**config.mk**
```make
export PLATFORM = sky130hd
export DESIGN_NAME = load_store_unit
export DESIGN_NICKNAME = d
export VERILOG_FILES = /design/src/rtl/load_store_unit.sv
export SDC_FILE = /design/constraint.sdc
export NUM_CORES = 1
export LEC_CHECK = 0
export ABC_AREA = 1
export BUFFER_PORTS_ARGS = -buffer_cell sky130_fd_sc_hd__buf_2
export CAP_MARGIN = 20
export CORE_UTILIZATION = 35
export DETAILED_ROUTE_END_ITERATION = 8
export GPL_TIMING_DRIVEN = 0
export PLACE_DENSITY_LB_ADDON = 0.12
export SYNTH_ARGS = -nofsm -noshare
export SYNTH_HDL_FRONTEND = slang
export SYNTH_SLANG_ARGS = --single-unit
```
**constraint.sdc**
```tcl
create_clock -name Clk -period 2.36 [get_ports Clk]
set_clock_uncertainty 0.2 [all_clocks]
set_input_delay 0.118 -clock Clk [delete_from_list [all_inputs] [get_ports Clk]]
set_output_delay 0.118 -clock Clk [all_outputs]
set_load 0.05 [all_outputs]
```
**src/rtl/load_store_unit.sv**
```systemverilog
// load_store_unit: MIPS LW/LH/LHU/LB/LBU/SW/SH/SB over a word-wide DataMemory, sub-word stores by read-modify-write.
// Optional: define MISALIGN_CHECK_EN to abort misaligned word/halfword accesses without touching memory.
module load_store_unit #(
  parameter int ADDR_WIDTH = 32
) (
  input  logic                  Clk,
  input  logic                  Reset_n,
  input  logic                  Req,
  input  logic [2:0]            Op,
  input  logic [ADDR_WIDTH-1:0] Addr,
  input  logic [31:0]           StoreData,
  output logic                  Ready,
  output logic                  Done,
  output logic [31:0]           LoadData,
  output logic                  Misaligned,
  output logic [ADDR_WIDTH-1:0] MemAddress,
  output logic [31:0]           MemWriteData,
  output logic                  MemWrite,
  output logic                  MemRead,
  input  logic [31:0]           MemReadData
);
  localparam logic [1:0] IDLE  = 2'd0;
  localparam logic [1:0] READ  = 2'd1;
  localparam logic [1:0] WRITE = 2'd2;
  localparam logic [1:0] RESP  = 2'd3;
  localparam logic [2:0] OP_SW = 3'd5;
  localparam logic [2:0] OP_SH = 3'd6;
  logic [1:0]            state_q, state_d;
  logic [2:0]            op_q, op_d;
  logic [1:0]            off_q, off_d;
  logic [31:0]           sdata_q, sdata_d;
  logic [31:0]           load_q, load_d;
  logic [31:0]           wdata_q, wdata_d;
  logic [ADDR_WIDTH-1:0] maddr_q, maddr_d;
  logic                  mis_q, mis_d;
  logic                  mis_req;
  // big-endian lanes: byte offset 0 is bits [31:24]
  function automatic logic [31:0] extract(input logic [2:0] op, input logic [1:0] off, input logic [31:0] w);
    logic [15:0] h;
    logic [7:0]  b;
    h = off[1] ? w[15:0] : w[31:16];
    b = 8'(w >> {~off, 3'b000});
    case (op)
      3'd1:    extract = {{16{h[15]}}, h};
      3'd2:    extract = {16'b0, h};
      3'd3:    extract = {{24{b[7]}}, b};
      3'd4:    extract = {24'b0, b};
      default: extract = w;
    endcase
  endfunction
  function automatic logic [31:0] merge(input logic [2:0] op, input logic [1:0] off,
                                        input logic [31:0] w, input logic [31:0] s);
    logic [31:0] m;
    m = (op == OP_SH) ? (off[1] ? 32'h0000FFFF : 32'hFFFF0000) : (32'h000000FF << {~off, 3'b000});
    merge = (w & ~m) | (((op == OP_SH) ? {2{s[15:0]}} : {4{s[7:0]}}) & m);
  endfunction
`ifdef MISALIGN_CHECK_EN
  assign mis_req = ((Op == 3'd0 || Op == OP_SW) && Addr[1:0] != 2'b00) ||
                   ((Op == 3'd1 || Op == 3'd2 || Op == OP_SH) && Addr[0]);
`else
  assign mis_req = 1'b0;
`endif
  always_comb begin
    state_d = state_q;
    op_d    = op_q;
    off_d   = off_q;
    sdata_d = sdata_q;
    load_d  = load_q;
    wdata_d = wdata_q;
    maddr_d = maddr_q;
    mis_d   = mis_q;
    case (state_q)
      IDLE: if (Req) begin
        op_d    = Op;
        off_d   = Addr[1:0];
        sdata_d = StoreData;
        mis_d   = mis_req;
        if (!mis_req) maddr_d = {Addr[ADDR_WIDTH-1:2], 2'b00};
        if (!mis_req && Op == OP_SW) wdata_d = StoreData;
        state_d = mis_req ? RESP : (Op == OP_SW ? WRITE : READ);
      end
      READ: begin
        if (op_q <= 3'd4) load_d = extract(op_q, off_q, MemReadData);
        else wdata_d = merge(op_q, off_q, MemReadData, sdata_q);
        state_d = (op_q <= 3'd4) ? RESP : WRITE;
      end
      WRITE:   state_d = RESP;
      default: state_d = IDLE;
    endcase
  end
  always_ff @(posedge Clk) begin
    if (!Reset_n) begin
      state_q <= IDLE;
      op_q    <= '0;
      off_q   <= '0;
      sdata_q <= '0;
      load_q  <= '0;
      wdata_q <= '0;
      maddr_q <= '0;
      mis_q   <= 1'b0;
    end else begin
      state_q <= state_d;
      op_q    <= op_d;
      off_q   <= off_d;
      sdata_q <= sdata_d;
      load_q  <= load_d;
      wdata_q <= wdata_d;
      maddr_q <= maddr_d;
      mis_q   <= mis_d;
    end
  end
  assign Ready        = state_q == IDLE;
  assign Done         = state_q == RESP;
  assign Misaligned   = Done & mis_q;
  assign MemRead      = state_q == READ;
  assign MemWrite     = state_q == WRITE;
  assign MemAddress   = maddr_q;
  assign MemWriteData = wdata_q;
  assign LoadData     = load_q;
endmodule

```
==> metrics.yaml <==
run_status: "finished, final reports clean"
tightestPinTransition_ps: 669.1
routed_via_density: 4.719
pin_count: 203
final_nets: 1319
setup-violations-final: 0
chipWidth_um: 131.8
setup.reg_to_reg.worst_slack_ps: 180
power_per_cell_area_nw_per_um2: 1475
max_stage_delay_ps: 400
rsz0062_at_grt: "no"
grtUsageTotal_pct: 24.91
hold_path_end: "LoadData[16]$_SDFFE_PN0P_"
setup_total_negative_slack_ps: 0
detailroute.via_count: 6829
final_cell_mix: "sky130_fd_sc_hd__buf_2, sky130_fd_sc_hd__nand2_1, sky130_fd_sc_hd__nor2_1, sky130_fd_sc_hd__dfxtp_1, sky130_fd_sc_hd__o21ai_0"
antenna_left: 0
post_drt_wl_per_cell_um: 14.86
initial_core_util_pct: 35.68
peak_fanout_along_the_critical_path: 10
layout_worst_path_cycle_share_pct: 92.31
reg2reg_from: "state_q[1]$_SDFFE_PN0P_"
timing_worst_setup_path_type: "register to register"
synth_area_um2: 5896
area_growth_syn_to_layout_pct: 49.15
yosys_register_bits: 117
startpoint_type: "register"
required_ps: 2470
standard_cell_core_area_um2: 16520
buffer_ports.inserted: 198
arrival_ps: 2290
final_layout_size_suffix_gt1_share_pct: 24.08
number_of_warning_messages_in_the_yosys_log: 0
worst_hold_path_type: "input port to register"
synthDistinctLibCells: 25
irDropWorstVdd_uv: 880.8
clkLatencyLatePin_ps: 430
syn-instance-count: 889
clock_sinks: 117
drt-total-wl_mm: 21.51
grt_overflow_total: 0
fmax_mhz: 459.0
worst_slew_margin_pct: 55.40
htree_levels: 4
final_common_cell: "sky130_fd_sc_hd__buf_2"
syn_area_per_cell_um2: 6.632
clockRootBuffer: "sky130_fd_sc_hd__clkbuf_16"
number_of_antenna_violations_at_the_first_check_in_global_routing: 1
hold_viol_final: 0
timing.critical_path.max_delay_family: "buffers and inverters"
cell_chain_of_the_critical_path: "inv_1 > ha_1 > buf_2 > nand2_1 > buf_6 > nand3_4 > buf_6 > a21oi_1 > a21oi_1"
clkSlewWorstSetupHoldPaths_ps: 60
drc: 0
cts_made_buffers: 17
maximum_number_of_pins_on_one_net_before_global_route_repair: 17
drt_first_pass_iters: 5
worst_r2r_dst: "MemWriteData[31]$_SDFFE_PN0P_"
slew_viol_final: 0
via_count_of_the_first_global_routing_pass: 6508
fp-row-count: 47
finalPower_w: 0.01297
initialDrtViolationCount: 497
number_of_buffers_between_clock_root_and_the_deepest_sink: 2
ys_seq_area_share_pct: 39.73
chipHeight_um: 131.8
worst_setup_path_end_kind: "register"
timing.final.crit_period_ps: 2179
grt_pass1_wl_mm: 33.41
crit_slowest_cell: "sky130_fd_sc_hd__dfxtp_1"
cts_tree: "yes"
power.leakage_nw: 4.411
maxCapViolCount: 0
worst-path-buf-inv: 4
hold_path.startpoint: "Reset_n"
hold-worst-slack_ps: 69.95
final.fill_count: 1723
min_delay_path_depth: 3
die_area_um2: 17370
reg2regPathDepth: 9
routabilityCongestion: 0.8881
hpwlAfterDp_mm: 15.88
[routing by layer]
| metal | routed length, um | global-route usage [%] | part of all wire (%) | vias up |
|---|---|---|---|---|
| li1 | - | - | - | 3501 |
| met1 | 10080 | 32.15 | 47 | 3098 |
| met2 | 9995 | 40.39 | 46 | 199 |
| met3 | 927 | 5.267 | 4.3 | 31 |
| met4 | 501 | 10.21 | 2.3 | 0 |
| met5 | 0 | 0 | 0 | - |
[state kept, by name, summed over array words and instances (netlist names)]
signal        flops
op_q              3
state_q           2
sdata_q          16
off_q             2
MemWriteData     32
MemAddress       30
LoadData         32
[repair_timing]
action / in CTS / in global routing
setup buffers: 0 / 1
hold buffers: 103 / 0
endpoints found under the hold margin: 117 / 0
endpoints found under the setup margin: 0 / 50
resized for setup: 0 / 9
[area by class of cell]
type | count | area [um2] | share of cell area (%)
clock buffers | 19 | 432.9 | 4.923
repair buffers | 302 | 2029 | 23.08
clock inverters | 13 | 133.9 | 1.522
multi-input cells | 623 | 2898 | 32.95
inverters | 94 | 356.6 | 4.055
plain buffers | 57 | 319.1 | 3.628
diodes | 2 | 5.005 | 0.05692
flip-flops and latches | 117 | 2344 | 26.65
well taps | 220 | 275.3 | 3.130
[stage by stage]
step	worst slack (ps)	util [%]	std cells	cell area [um2]
final	181.4	53.21	1447	8793
after global routing	10.16	53.21	1447	8793
after CTS	21.12	53.06	1444	8767
after detailed placement	78.93	43.39	1309	7169
after global placement	94.52	43.39	1309	7169
after floorplan	120.7	-	891	5903
[Yosys cell counts]
cell | count | area [um2]
sky130_fd_sc_hd__nand2_1 | 189 | 709.4
sky130_fd_sc_hd__nor2_1 | 119 | 446.7
sky130_fd_sc_hd__dfxtp_1 | 117 | 2342
sky130_fd_sc_hd__o21ai_0 | 109 | 545.5
sky130_fd_sc_hd__a21oi_1 | 95 | 475.5
sky130_fd_sc_hd__inv_1 | 90 | 337.8
sky130_fd_sc_hd__nand3_1 | 73 | 365.4
sky130_fd_sc_hd__clkbuf_1 | 26 | 97.59
sky130_fd_sc_hd__a21oi_2 | 16 | 140.1
sky130_fd_sc_hd__buf_2 | 16 | 80.08
sky130_fd_sc_hd__buf_6 | 8 | 90.09
sky130_fd_sc_hd__buf_4 | 5 | 37.54
sky130_fd_sc_hd__ha_1 | 5 | 62.56
sky130_fd_sc_hd__inv_2 | 4 | 15.01
sky130_fd_sc_hd__nand2_2 | 4 | 25.02
sky130_fd_sc_hd__nand3_2 | 3 | 30.03
sky130_fd_sc_hd__o21ai_1 | 2 | 10.01
sky130_fd_sc_hd__a21oi_4 | 1 | 16.27
sky130_fd_sc_hd__buf_1 | 1 | 3.750
sky130_fd_sc_hd__clkbuf_2 | 1 | 5.000
sky130_fd_sc_hd__conb_1 | 1 | 3.750
sky130_fd_sc_hd__nand2_4 | 1 | 11.26
sky130_fd_sc_hd__nand3_4 | 1 | 17.52
sky130_fd_sc_hd__nor2_8 | 1 | 20.02
sky130_fd_sc_hd__o211ai_1 | 1 | 7.510
[how the worst max path moves through the flow]
stage,start,to,slack (ps),cells past startpoint
finish,state_q[1]$_SDFFE_PN0P_,MemWriteData[31]$_SDFFE_PN0P_,180,9
global route,state_q[1]$_SDFFE_PN0P_,MemWriteData[31]$_SDFFE_PN0P_,10,9
CTS,state_q[0]$_SDFFE_PN0P_,MemWriteData[31]$_SDFFE_PN0P_,20,8
detailed placement,state_q[0]$_SDFFE_PN0P_,MemWriteData[31]$_SDFFE_PN0P_,80,8
global placement,state_q[0]$_SDFFE_PN0P_,MemWriteData[31]$_SDFFE_PN0P_,90,8
floorplan,state_q[1]$_SDFFE_PN0P_,MemWriteData[6]$_SDFFE_PN0P_,120,9
[power breakdown]
part	switching (W)	leakage (nW)	internal (W)
Sequential	0.000389	0.965	0.00275
Combinational	0.00539	3.17	0.00193
Clock	0.000969	0.273	0.00155
[logic make-up (layout without fill, tap and decap cells)]
| group | count (synthesis) | after routing | synth area share, % |
|---|---|---|---|
| flip-flops | 117 | 117 | 39.73 |
| adder cells (fa/ha/maj) | 5 | 5 | 1.061 |
| buffers and inverters | 151 | 485 | 11.31 |
| AO/OA/AOI/OAI | 224 | 224 | 20.27 |
| AND/OR/NAND/NOR | 391 | 391 | 27.57 |
| other | 1 | 5 | 0.06361 |
[worst min-delay path: cells and delay by family]
kind                   cells  cell delay, ps
buffers and inverters      1             300
AOI/OAI and AO/OA          2             230
Power figures use the tool's default switching activity.
